===== src/rtl/debug_pkg.sv =====
// Shared definitions for the debug clock probe: mode encodings, controller state and default widths.
package debug_pkg;

    localparam logic [1:0] MODE_HALT  = 2'b00;
    localparam logic [1:0] MODE_RUN   = 2'b01;
    localparam logic [1:0] MODE_STEP  = 2'b10;
    localparam logic [1:0] MODE_BREAK = 2'b11;

    typedef enum logic [1:0] {
        ST_HALT  = 2'b00,
        ST_RUN   = 2'b01,
        ST_BREAK = 2'b10
    } dbg_state_e;

    localparam int DEF_DIV_WIDTH   = 25;
    localparam int DEF_PROBE_WIDTH = 16;
    localparam int DEF_CHANNELS    = 4;

    // Mask with the n low bits set.
    function automatic logic [31:0] low_mask(input int n);
        logic [31:0] m;
        m = 32'd0;
        for (int i = 0; i < 32; i++) begin
            if (i < n) m[i] = 1'b1;
            else       m[i] = 1'b0;
        end
        return m;
    endfunction

endpackage


===== src/rtl/step_debounce.sv =====
// Step-button conditioning: two-flop synchroniser, optional counter debouncer
// (DEBUG_CLOCK_DEBOUNCE_EN) and a registered one-cycle rising-edge pulse.
module step_debounce
    import debug_pkg::*;
`ifdef DEBUG_CLOCK_DEBOUNCE_EN
#(
    parameter int DEBOUNCE_CYCLES = 50000
)
`endif
(
    input  logic clock,
    input  logic reset,
    input  logic btn,
    output logic step
);

    logic sync1_r;
    logic sync2_r;
    logic clean_s;
    logic prev_r;
    logic step_r;

    // Two-flop synchroniser for the asynchronous button.
    always_ff @(posedge clock or negedge reset) begin
        if (!reset) begin
            sync1_r <= 1'b0;
            sync2_r <= 1'b0;
        end else begin
            sync1_r <= btn;
            sync2_r <= sync1_r;
        end
    end

`ifdef DEBUG_CLOCK_DEBOUNCE_EN
    localparam int CNT_W = $clog2(DEBOUNCE_CYCLES + 1);
    localparam logic [CNT_W-1:0] CNT_LAST = CNT_W'(DEBOUNCE_CYCLES - 1);

    logic [CNT_W-1:0] cnt_r;
    logic             stable_r;

    // Accept a new level only after DEBOUNCE_CYCLES consecutive samples that disagree with it.
    always_ff @(posedge clock or negedge reset) begin
        if (!reset) begin
            cnt_r    <= '0;
            stable_r <= 1'b0;
        end else if (sync2_r == stable_r) begin
            cnt_r    <= '0;
        end else if (cnt_r == CNT_LAST) begin
            cnt_r    <= '0;
            stable_r <= sync2_r;
        end else begin
            cnt_r    <= cnt_r + CNT_W'(1);
        end
    end

    assign clean_s = stable_r;
`else
    assign clean_s = sync2_r;
`endif

    // prev_r resets high so a button already held at reset release is not seen as a press.
    always_ff @(posedge clock or negedge reset) begin
        if (!reset) begin
            prev_r <= 1'b1;
            step_r <= 1'b0;
        end else begin
            prev_r <= clean_s;
            step_r <= clean_s & ~prev_r;
        end
    end

    assign step = step_r;

endmodule


===== src/rtl/debug_clock_probe.sv =====
// Debug clock controller: divided CPU enable, HALT/RUN/BREAK sequencing and probe snapshot mux.
// Defining DEBUG_CLOCK_DEBOUNCE_EN adds a counter debouncer on the step button.
module debug_clock_probe
    import debug_pkg::*;
#(
    parameter int DIV_WIDTH   = DEF_DIV_WIDTH,
    parameter int PROBE_WIDTH = DEF_PROBE_WIDTH,
    parameter int CHANNELS    = DEF_CHANNELS,
`ifdef DEBUG_CLOCK_DEBOUNCE_EN
    parameter int DEBOUNCE_CYCLES = 50000,
`endif
    localparam int SEL_WIDTH  = (CHANNELS > 1) ? $clog2(CHANNELS) : 1
)
(
    input  logic                            clock,
    input  logic                            reset,
    input  logic [1:0]                      mode,
    input  logic [4:0]                      div_sel,
    input  logic                            step_btn,
    input  logic [PROBE_WIDTH-1:0]          break_value,
    input  logic [CHANNELS*PROBE_WIDTH-1:0] probes,
    input  logic [SEL_WIDTH-1:0]            probe_sel,
    output logic                            cpu_clock_en,
    output logic [PROBE_WIDTH-1:0]          pins,
    output logic                            halted,
    output logic [15:0]                     step_count
);

    dbg_state_e                      state_r;
    dbg_state_e                      state_nx_s;
    logic [DIV_WIDTH-1:0]            div_cnt_r;
    logic [DIV_WIDTH-1:0]            div_mask_s;
    logic                            tick_s;
    logic                            bp_hit_s;
    logic                            step_evt_s;
    logic                            pulse_nx_s;
    logic [CHANNELS*PROBE_WIDTH-1:0] snap_r;
    logic [PROBE_WIDTH-1:0]          sel_word_s;

`ifdef DEBUG_CLOCK_DEBOUNCE_EN
    step_debounce #(
        .DEBOUNCE_CYCLES (DEBOUNCE_CYCLES)
    ) u_step (
        .clock (clock),
        .reset (reset),
        .btn   (step_btn),
        .step  (step_evt_s)
    );
`else
    step_debounce u_step (
        .clock (clock),
        .reset (reset),
        .btn   (step_btn),
        .step  (step_evt_s)
    );
`endif

    // Free-running enable divider.
    always_ff @(posedge clock or negedge reset) begin
        if (!reset) begin
            div_cnt_r <= '0;
        end else begin
            div_cnt_r <= div_cnt_r + DIV_WIDTH'(1);
        end
    end

    // Tick when the selected low divider bits are all zero; div_sel clamps at DIV_WIDTH.
    always_comb begin
        div_mask_s = '0;
        if (int'(div_sel) > DIV_WIDTH) div_mask_s = DIV_WIDTH'(low_mask(DIV_WIDTH));
        else                           div_mask_s = DIV_WIDTH'(low_mask(int'(div_sel)));
        tick_s   = ((div_cnt_r & div_mask_s) == '0);
        bp_hit_s = (probes[PROBE_WIDTH-1:0] == break_value);
    end

    // Next state and pulse decision; the current state governs the cycle a mode change arrives.
    always_comb begin
        state_nx_s = state_r;
        pulse_nx_s = 1'b0;
        case (state_r)
            ST_HALT: begin
                case (mode)
                    MODE_RUN: begin
                        state_nx_s = ST_RUN;
                        pulse_nx_s = 1'b0;
                    end
                    MODE_BREAK: begin
                        state_nx_s = ST_RUN;
                        pulse_nx_s = step_evt_s;
                    end
                    MODE_HALT, MODE_STEP: begin
                        state_nx_s = ST_HALT;
                        pulse_nx_s = step_evt_s;
                    end
                    default: begin
                        state_nx_s = ST_HALT;
                        pulse_nx_s = 1'b0;
                    end
                endcase
            end
            ST_RUN: begin
                if (mode == MODE_RUN) begin
                    state_nx_s = ST_RUN;
                    pulse_nx_s = tick_s;
                end else if (mode == MODE_BREAK) begin
                    if (tick_s && bp_hit_s) begin
                        state_nx_s = ST_BREAK;
                        pulse_nx_s = step_evt_s;
                    end else begin
                        state_nx_s = ST_RUN;
                        pulse_nx_s = tick_s | step_evt_s;
                    end
                end else begin
                    state_nx_s = ST_HALT;
                    pulse_nx_s = tick_s | step_evt_s;
                end
            end
            ST_BREAK: begin
                if (mode == MODE_BREAK) state_nx_s = ST_BREAK;
                else                    state_nx_s = ST_HALT;
                pulse_nx_s = step_evt_s && (mode != MODE_RUN);
            end
            default: begin
                state_nx_s = ST_HALT;
                pulse_nx_s = 1'b0;
            end
        endcase
    end

    // Controller state with registered pulse, halted flag and pulse counter.
    always_ff @(posedge clock or negedge reset) begin
        if (!reset) begin
            state_r      <= ST_HALT;
            cpu_clock_en <= 1'b0;
            halted       <= 1'b1;
            step_count   <= 16'd0;
        end else begin
            state_r      <= state_nx_s;
            cpu_clock_en <= pulse_nx_s;
            halted       <= (state_r != ST_RUN);
            if (pulse_nx_s) step_count <= step_count + 16'd1;
            else            step_count <= step_count;
        end
    end

    // Capture every channel the cycle after a pulse.
    always_ff @(posedge clock or negedge reset) begin
        if (!reset) begin
            snap_r <= '0;
        end else if (cpu_clock_en) begin
            snap_r <= probes;
        end else begin
            snap_r <= snap_r;
        end
    end

    // Channel select; out-of-range selects read as zero.
    always_comb begin
        sel_word_s = '0;
        for (int k = 0; k < CHANNELS; k++) begin
            if (int'(probe_sel) == k) sel_word_s = snap_r[k*PROBE_WIDTH +: PROBE_WIDTH];
            else                      sel_word_s = sel_word_s;
        end
    end

    // Registered pin bus.
    always_ff @(posedge clock or negedge reset) begin
        if (!reset) begin
            pins <= '0;
        end else begin
            pins <= sel_word_s;
        end
    end

endmodule


===== config.mk =====
export PLATFORM = sky130hd
export DESIGN_NAME = debug_clock_probe
export DESIGN_NICKNAME = d
export VERILOG_FILES = /design/src/rtl/debug_pkg.sv /design/src/rtl/step_debounce.sv /design/src/rtl/debug_clock_probe.sv
export SDC_FILE = /design/constraint.sdc
export NUM_CORES = 1
export LEC_CHECK = 0
export CORE_MARGIN = 5
export CORE_UTILIZATION = 36
export CTS_BUF_LIST = sky130_fd_sc_hd__clkbuf_8
export CTS_CLUSTER_DIAMETER = 120
export DETAILED_ROUTE_END_ITERATION = 8
export RECOVER_POWER = 100
export SYNTH_ARGS = -nofsm -noshare
export SYNTH_HDL_FRONTEND = slang
export SYNTH_SLANG_ARGS = --single-unit

===== constraint.sdc =====
create_clock -name clock -period 3.53 [get_ports clock]
set_input_delay 0.706 -clock clock [delete_from_list [all_inputs] [get_ports clock]]
set_output_delay 0.706 -clock clock [all_outputs]
set_load 0.05 [all_outputs]

# Word-level counts from Yosys, hierarchy flattened
# Cells that the tools add are included.
# Widths: inputs -> output; s select.
[op_classes]
add_sub_neg = 2
n_lt_le_gt_ge = 26
eq_ne = 11
mux = 41
bitwise_logic = 4
n_reduce_logical = 9
[op_table]
columns = ["operator", "count"]
rows = [
  ["$mux 16", 4],
  ["$lt 5x5->1 const A", 9],
  ["$lt 4x5->1 const A", 8],
  ["$mux 1", 28],
  ["$add 25x1->25 const B", 1],
  ["$and 25x25->25", 1],
  ["$logic_not 25->1", 1],
  ["$mux 25", 1],
  ["$lt 3x5->1 const A", 4],
  ["$add 16x1->16 const B", 1],
  ["$eq 16x16->1", 1],
  ["$eq 2x2->1 const B", 5],
  ["$lt 1x5->1 const A", 2],
  ["$lt 2x5->1 const A", 2],
  ["$mux 2", 4],
  ["$eq 2x1->1 const B", 3],
  ["$logic_not 2->1", 3],
  ["$pmux 2 s3", 1],
  ["$gt 5x5->1 const B", 1],
  ["$ne 2x1->1 const B", 2],
  ["$pmux 2 s2", 1],
  ["$reduce_or 2->1", 2],
  ["$pmux 1 s3", 1],
  ["$reduce_or 3->1", 1],
  ["5 further kinds", 6],
]
[totals]
regBits = 129
inputBits = 92
out_inout_bits = 34
elab_cells = 104

# Depth between registers and ports, before layout
# Gate-level depths: netlist (run 1).
[depth]
ltp_word = 10
depth_mapped = 9
mapped_depth_nobuf = 7

# Cells and area by module
# A second synthesis (run 1) with hierarchy kept.
[unflattened]
hier_cells = 411
area_unflattened_um2 = 5725.5
[modules_own_cells]
columns = ["mod", "n_inst", "cells_per_inst", "area_each_um2", "seq_area_each_um2"]
rows = [
  ["debug_clock_probe", 1, 406, 5610.4, 3129.3],
  ["step_debounce", 1, 5, 115.1, 101.3],
]

# Least setup slack after synthesis (run 1)
# Ideal clock, no wire load.
[synth_timing]
path_type = "input to register"
from = "input port div_sel[0]"
to = "register step_count[1]"
setup_time_ps = 128
arrival_ps = 2337
t_required_ps = 3402
path_slack_ps = 1066
path_stages = 7
n_path_buf = 1
path_cell_list = "buf_2 > maj3_2 > nor4_2 > o221ai_1 > o41a_4 > nor2_2 > mux2_1"
[synth_via]
elab_chain_cells = 10
word_cells_on_any_way = 60
classes_between = "26 x order compare; 30 x mux; 2 x bitwise; 2 x reduce/logical"
[synth_rtl]
columns = ["element", "line_no", "rtl"]
rows = [
  ["start: declaration", "debug_clock_probe.sv:18", "input logic [4:0] div_sel,"],
  ["$lt 1x5->1 (tied with other cells)", "debug_pkg.sv:24", "if (i < n) m[i] = 1'b1;"],
  ["$mux 1", "debug_pkg.sv:24", ""],
  ["$mux 25 (*)", "debug_clock_probe.sv:70", "if (int'(div_sel) > DIV_WIDTH) div_mask_s = DIV_WIDTH'(low_mask(DIV_WIDTH));"],
  ["$and 25x25->25 (*)", "debug_clock_probe.sv:72", "tick_s = ((div_cnt_r & div_mask_s) == '0);"],
  ["$logic_not 25->1 (*)", "debug_clock_probe.sv:72", ""],
  ["$or 1x1->1 / $logic_and 1x1->1 (equally long branches)", "debug_clock_probe.sv:111, debug_clock_probe.sv:115, debug_clock_probe.sv:106", ""],
  ["$mux 1", "debug_clock_probe.sv:106", "if (tick_s && bp_hit_s) begin"],
  ["$mux 1", "debug_clock_probe.sv:105", "end else if (mode == MODE_BREAK) begin"],
  ["$mux 1 (*)", "debug_clock_probe.sv:102", "if (mode == MODE_RUN) begin"],
  ["$pmux 1 s3 (*)", "debug_clock_probe.sv:80", "case (state_r)"],
  ["via pulse_nx_s", "debug_clock_probe.sv:36", "logic pulse_nx_s;"],
  ["end signal: assignment", "debug_clock_probe.sv:141", "if (pulse_nx_s) step_count <= step_count + 16'd1;"],
  ["end signal: assignment", "debug_clock_probe.sv:142", "else step_count <= step_count;"],
  ["end: declaration", "debug_clock_probe.sv:26", "output logic [15:0] step_count"],
]
# The timed path passes the listed nets; every way through them passes the cells marked *.
# A chain may end at the register's enable or synchronous reset.

# Worst setup path in the final report (run 1)
[layout_timing]
from = "input port div_sel[1]"
to = "register step_count[1]"
# The elaborated chain is that of the path after synthesis.

==> flow_metrics.tcl, run 1 <==
set metrics [dict create \
    outcome "finished, violations left" \
    violations "max-capacitance violations, max-slew violations" \
    wl_met2_um 6060 \
    path_cells "dlygate4sd3_1 > o21a_1 > o21ai_1 > o2bb2ai_1 > nand4_1 > o41a_1 > nor2_2 > mux2_1" \
    path_delay_family "compound AO/OA/AOI/OAI gates" \
    vdd_drop_max_mv 0.218 \
    wl_met1_um 5480 \
    cts_resized 0 \
    antenna_found_initial 0 \
    critical-path-max-stage-delay_ps 730 \
    reg2reg_depth 7 \
    critPathLaunchType "primary input" \
    drt_iter0_drc 145 \
    clock.fmax_ghz 0.329 \
    fin_crit_sh_pct 86.1 \
    p_per_area_nw_per_um2 529 \
    die_area_um2 18600 \
    grt_remaining_overflow 0 \
    grt_pass1_wl_um 21000 \
    fp.dieH_um 136 \
    via_per_inst 4.83 \
    yosys-top-cells-area "dfrtp_1, mux2_2, mux4_2" \
    h-tree-depth 4 \
    whs_ps 355 \
    fin_util_pct 47.9 \
    whs_endpoint "u_step.clean_s" \
    drv_cap 1 \
    detail_route.wl_per_cell_um 16.3 \
    path_class "in2reg" \
    worstReg2RegEnd "step_count[1]" \
    core-area_um2 15800 \
    synth_cells 425 \
    finalSetupTns_ps 0 \
    die_w_um 136 \
    cts.sinks 129 \
    setup.worst_path.start "div_sel[1]" \
    insertion_delay_ps 440 \
    cts-hold-fix-buffers 0 \
    grt_start_max_net_pins 111 \
    syn_nets 519 \
    tritoncts "built" \
    worst_pin_slew_ps 1590 \
    finalSetupViolCount 0 \
    top_layer_used "met4" \
    postCtsSetupRepairBufs 0 \
    ys_async_sr_fraction_pct 100 \
    fin_nets 649 \
    final_layout_size_suffix_gt1_share_pct 21.7 \
    ys.flop_type "dfrtp_1" \
    clockBufferDepth 2 \
    regArea_um2 3230 \
    syn_area_um2 5750 \
    yosysTopAreaCell "dfrtp_1" \
    drt-total-wl_um 12700 \
    min-delay-path-class "reg2reg" \
    endpoint_kind "register" \
    clock_skew_ps 9.55 \
    min-delay-start "u_step.sync1_r" \
    worstPathArrival_ps 3360 \
    place_congestion 0.848 \
    boundaryPins 126 \
    synth_cell_types 49 \
    p_leak_nw 3.20 \
    final_hold_viol_count 0 \
    initial_core_util_pct 36.4 \
    slew_violations 65 \
    diodes 0 \
    vias 3774 \
    multiInputGateArea_um2 2360 \
    pre_cts_slack_ps 194 \
    grt_pass1_vias 4127 \
    drt_pre_antenna_iters 4 \
    max_slew_margin_pct -5.83 \
    areaGrowthSynthToFinish_pct 31.5 \
    setup_ws_ps 491 \
    power.total_mw 4.00 \
    hold_depth 0 \
    clk_pin_slew_worst_paths_ps 70 \
    required_ps 3850 \
    syn_area_per_cell_um2 13.5 \
    cp_slowest_cell "dlygate4sd3_1" \
    synth_edf_count 0 \
    grt.total_usage_pct 14.7 \
    reg2reg_from "div_cnt_r[16]" \
    drtAntennaViolNets 0 \
    drc_errors 0 \
    n_fill_cell 1434 \
    crit_path_max_fanout 15 \
    yosysMostFrequentCell "dfrtp_1" \
    yosysSeqAreaShare_pct 56.2 \
    ys_ff_latch 129 \
    synth_top_cell_area_share_pct 55.3 \
    period_minus_slack_ps 3040 \
    wl_met3_um 996 \
    dpl.hpwl_um 9200 \
    rrSetupSlack_ps 1120 \
    rsz0062_at_grt "false" \
    cts_buffers 17 \
    yosys-top-cells-count "dfrtp_1, mux2_2, xor2_1" \
    io_buffers 125 \
    cts-root-buf "clkbuf_8" \
    path_buf_inv 1 \
    yosys_warnings 0 \
    rows 46 \
]
[power by group]
part / switching (mW) / internal [mW] / total (mW)
Combinational: 0.490 / 0.407 / 0.898
Sequential: 0.121 / 1.69 / 1.82
Clock: 0.565 / 0.722 / 1.29
Total: 1.18 / 2.82 / 4.00
[final cells by class]
cell class / instances / share of cell area, %
timing repair buffer: 130 / 16.9
inverter: 4 / 0.199
clock buffer: 19 / 3.46
tap: 216 / 3.58
clock inverter: 11 / 1.85
sequential: 129 / 42.8
multi-input combinational: 273 / 31.2
[worst max path at each step]
stage,to,depth (start not counted),slack [ps]
floorplan,step_count[1],7,1070
global placement,step_count[6],8,270
detailed placement,step_count[1],8,190
CTS,step_count[1],8,680
global route,step_count[7],8,330
finish,step_count[1],8,490
[registers in the layout, indices dropped and copies added (netlist names)]
| signal | flops |
|---|---|
| cpu_clock_en | 1 |
| div_cnt_r | 25 |
| step_count | 16 |
| u_step.step | 1 |
| halted | 1 |
| u_step.sync1_r | 1 |
| pins | 16 |
| state_r | 2 |
| snap_r | 64 |
| u_step.prev_r | 1 |
| u_step.clean_s | 1 |
[through the flow]
step	cell area (µm²)	std cells
final	7560	782
after global routing	7560	782
after CTS	7610	782
after detailed placement	7210	752
after global placement	7210	752
after floorplan	5750	425
[kinds of logic after synthesis]
kind of cell,share of synthesized area (%)
compound gates,4.20
xor+xnor,8.08
fa+ha+maj,0.631
buf+inv,1.94
flops,56.2
mux,19.0
simple gates,9.93
[cells in the final DEF, fill, tap and decap left out, types with 9 or more instances in the layout]
cell type and instances:
dlygate4sd3_1 38, nor2_1 22, clkdlybuf4s50_1 86, clkbuf_8 19, dfrtp_1 126, nand2_1 26
xor2_1 38, mux4_2 16, nand3_1 14, mux2_2 64, nor3_1 9, xnor2_1 15
[metal layers]
metal / GRT usage, % / up-vias
li1: - / 1781
met1: 18.2 / 1876
met2: 23.1 / 102
met3: 6.51 / 15
met4: 4.82 / 0
met5: 0 / -
No activity file was read; power rests on OpenSTA's default activity.
==> inputs of run 2 (changes only) <==
Settings changed: SLEW_MARGIN set to 20.
==> flow_metrics.tcl, run 2 (synthesis gave the netlist of run 1 again) <==
set metrics [dict create \
    postCtsSetupRepairBufs 0 \
    crit_path_max_fanout 15 \
    clock.fmax_ghz 0.329 \
    rows 46 \
    dpl.hpwl_um 9200 \
    grt_start_max_net_pins 111 \
    grt_pass1_vias 4127 \
    drc_errors 0 \
    n_fill_cell 1436 \
    max_slew_margin_pct -5.83 \
    whs_ps 355 \
    fin_crit_sh_pct 86.1 \
    grt_remaining_overflow 0 \
    largest_register_ff_count 64 \
    antenna_found_initial 0 \
    rsz0062_at_grt "false" \
    cts_buffers 17 \
    boundaryPins 126 \
    min-delay-path-class "reg2reg" \
    finalSetupTns_ps 0 \
    cts_resized 0 \
    clk_pin_slew_worst_paths_ps 70 \
    die_w_um 136 \
    cts-root-buf "clkbuf_8" \
    place_congestion 0.848 \
    stdcell_count 782 \
    grt_use_met1_pct 18.2 \
    tritoncts "built" \
    multiInputGateArea_um2 2360 \
    dpl.cell_count 752 \
    clock_skew_ps 9.55 \
    violations "max-capacitance violations, max-slew violations" \
    grt_pass1_wl_um 21000 \
    areaGrowthSynthToFinish_pct 31.5 \
    vias 3777 \
    endpoint_kind "register" \
    setup.worst_path.start "div_sel[1]" \
    final_cell_mix "dfrtp_1, clkdlybuf4s50_1, mux2_2" \
    drv_cap 1 \
    p_per_area_nw_per_um2 529 \
    worst_pin_slew_ps 1590 \
    period_minus_slack_ps 3040 \
    final_layout_size_suffix_gt1_share_pct 21.7 \
    worstPathArrival_ps 3360 \
    power.total_mw 4.00 \
    hold_depth 0 \
    outcome "finished, violations left" \
    diodes 0 \
    regMostFlops "snap_r" \
    cts-hold-fix-buffers 0 \
    drt_iter0_drc 145 \
    die_area_um2 18600 \
    reg2reg_from "div_cnt_r[16]" \
    met3_usage_pct 6.51 \
    path_class "in2reg" \
    final_common_cell "dfrtp_1" \
    fp.dieH_um 136 \
    io_buffers 125 \
    clockBufferDepth 2 \
    via_per_inst 4.83 \
    critPathLaunchType "primary input" \
    reg2reg_depth 7 \
    min-delay-start "u_step.sync1_r" \
    finalSetupViolCount 0 \
    core-area_um2 15800 \
    p_leak_nw 3.20 \
    drt-total-wl_um 12700 \
    required_ps 3850 \
    final_hold_viol_count 0 \
    detail_route.wl_per_cell_um 16.3 \
    fin_nets 649 \
    vdd_drop_max_mv 0.218 \
    drt_pre_antenna_iters 4 \
    largestRegisters "snap_r x64, div_cnt_r x25" \
    grt-busiest-layer "met2" \
    slew_violations 65 \
    drtAntennaViolNets 0 \
    cts.sinks 129 \
    use_met2_pct 23.1 \
    grt.total_usage_pct 14.7 \
    regArea_um2 3230 \
    insertion_delay_ps 440 \
    initial_core_util_pct 36.4 \
    h-tree-depth 4 \
]
[run 2: stage by stage]
step,setup WS (ps),cell area [µm²],utilization [%]
CTS,678,7610,48.3
global route,325,7560,47.9
finish,491,7560,47.9
detailed placement,194,7210,45.7
floorplan,1070,5750,-
global placement,269,7210,45.7
[run 2: area by class of cell]
type                    count  share of cell area [%]
multi-input cells         273                    31.2
well taps                 216                    3.58
repair buffers            130                    17.0
inverters                   4                   0.199
clock inverters            11                    1.85
flip-flops and latches    129                    42.8
clock buffers              19                    3.46
[run 2: worst paths after layout]
kind	end	slack [ps]
setup / recovery	step_count[1]	490
hold / removal	u_step.clean_s	350
setup reg to reg	step_count[1]	1120
hold reg to reg	u_step.clean_s	350
max in group asynchronous	snap_r[58]	1690
min in group asynchronous	div_cnt_r[24]	380
[run 2: worst max-delay path, cell delays in order]
cell and delay [ps]:
dlygate4sd3_1 730, o21a_1 260, o21ai_1 150, o2bb2ai_1 130, nand4_1 150, o41a_1 620, nor2_2 260, mux2_1 340
[run 2: per-layer routing]
layer	part of all wire (%)	wire length [µm]
met5	0	0
met4	1.4	173
met3	7.8	997
met2	48	6070
met1	43	5480
[run 2: where the power goes]
part | internal, mW | switching (mW) | leakage [nW]
clock network | 0.722 | 0.565 | 0.201
logic | 0.408 | 0.490 | 1.42
registers | 1.69 | 0.121 | 1.58
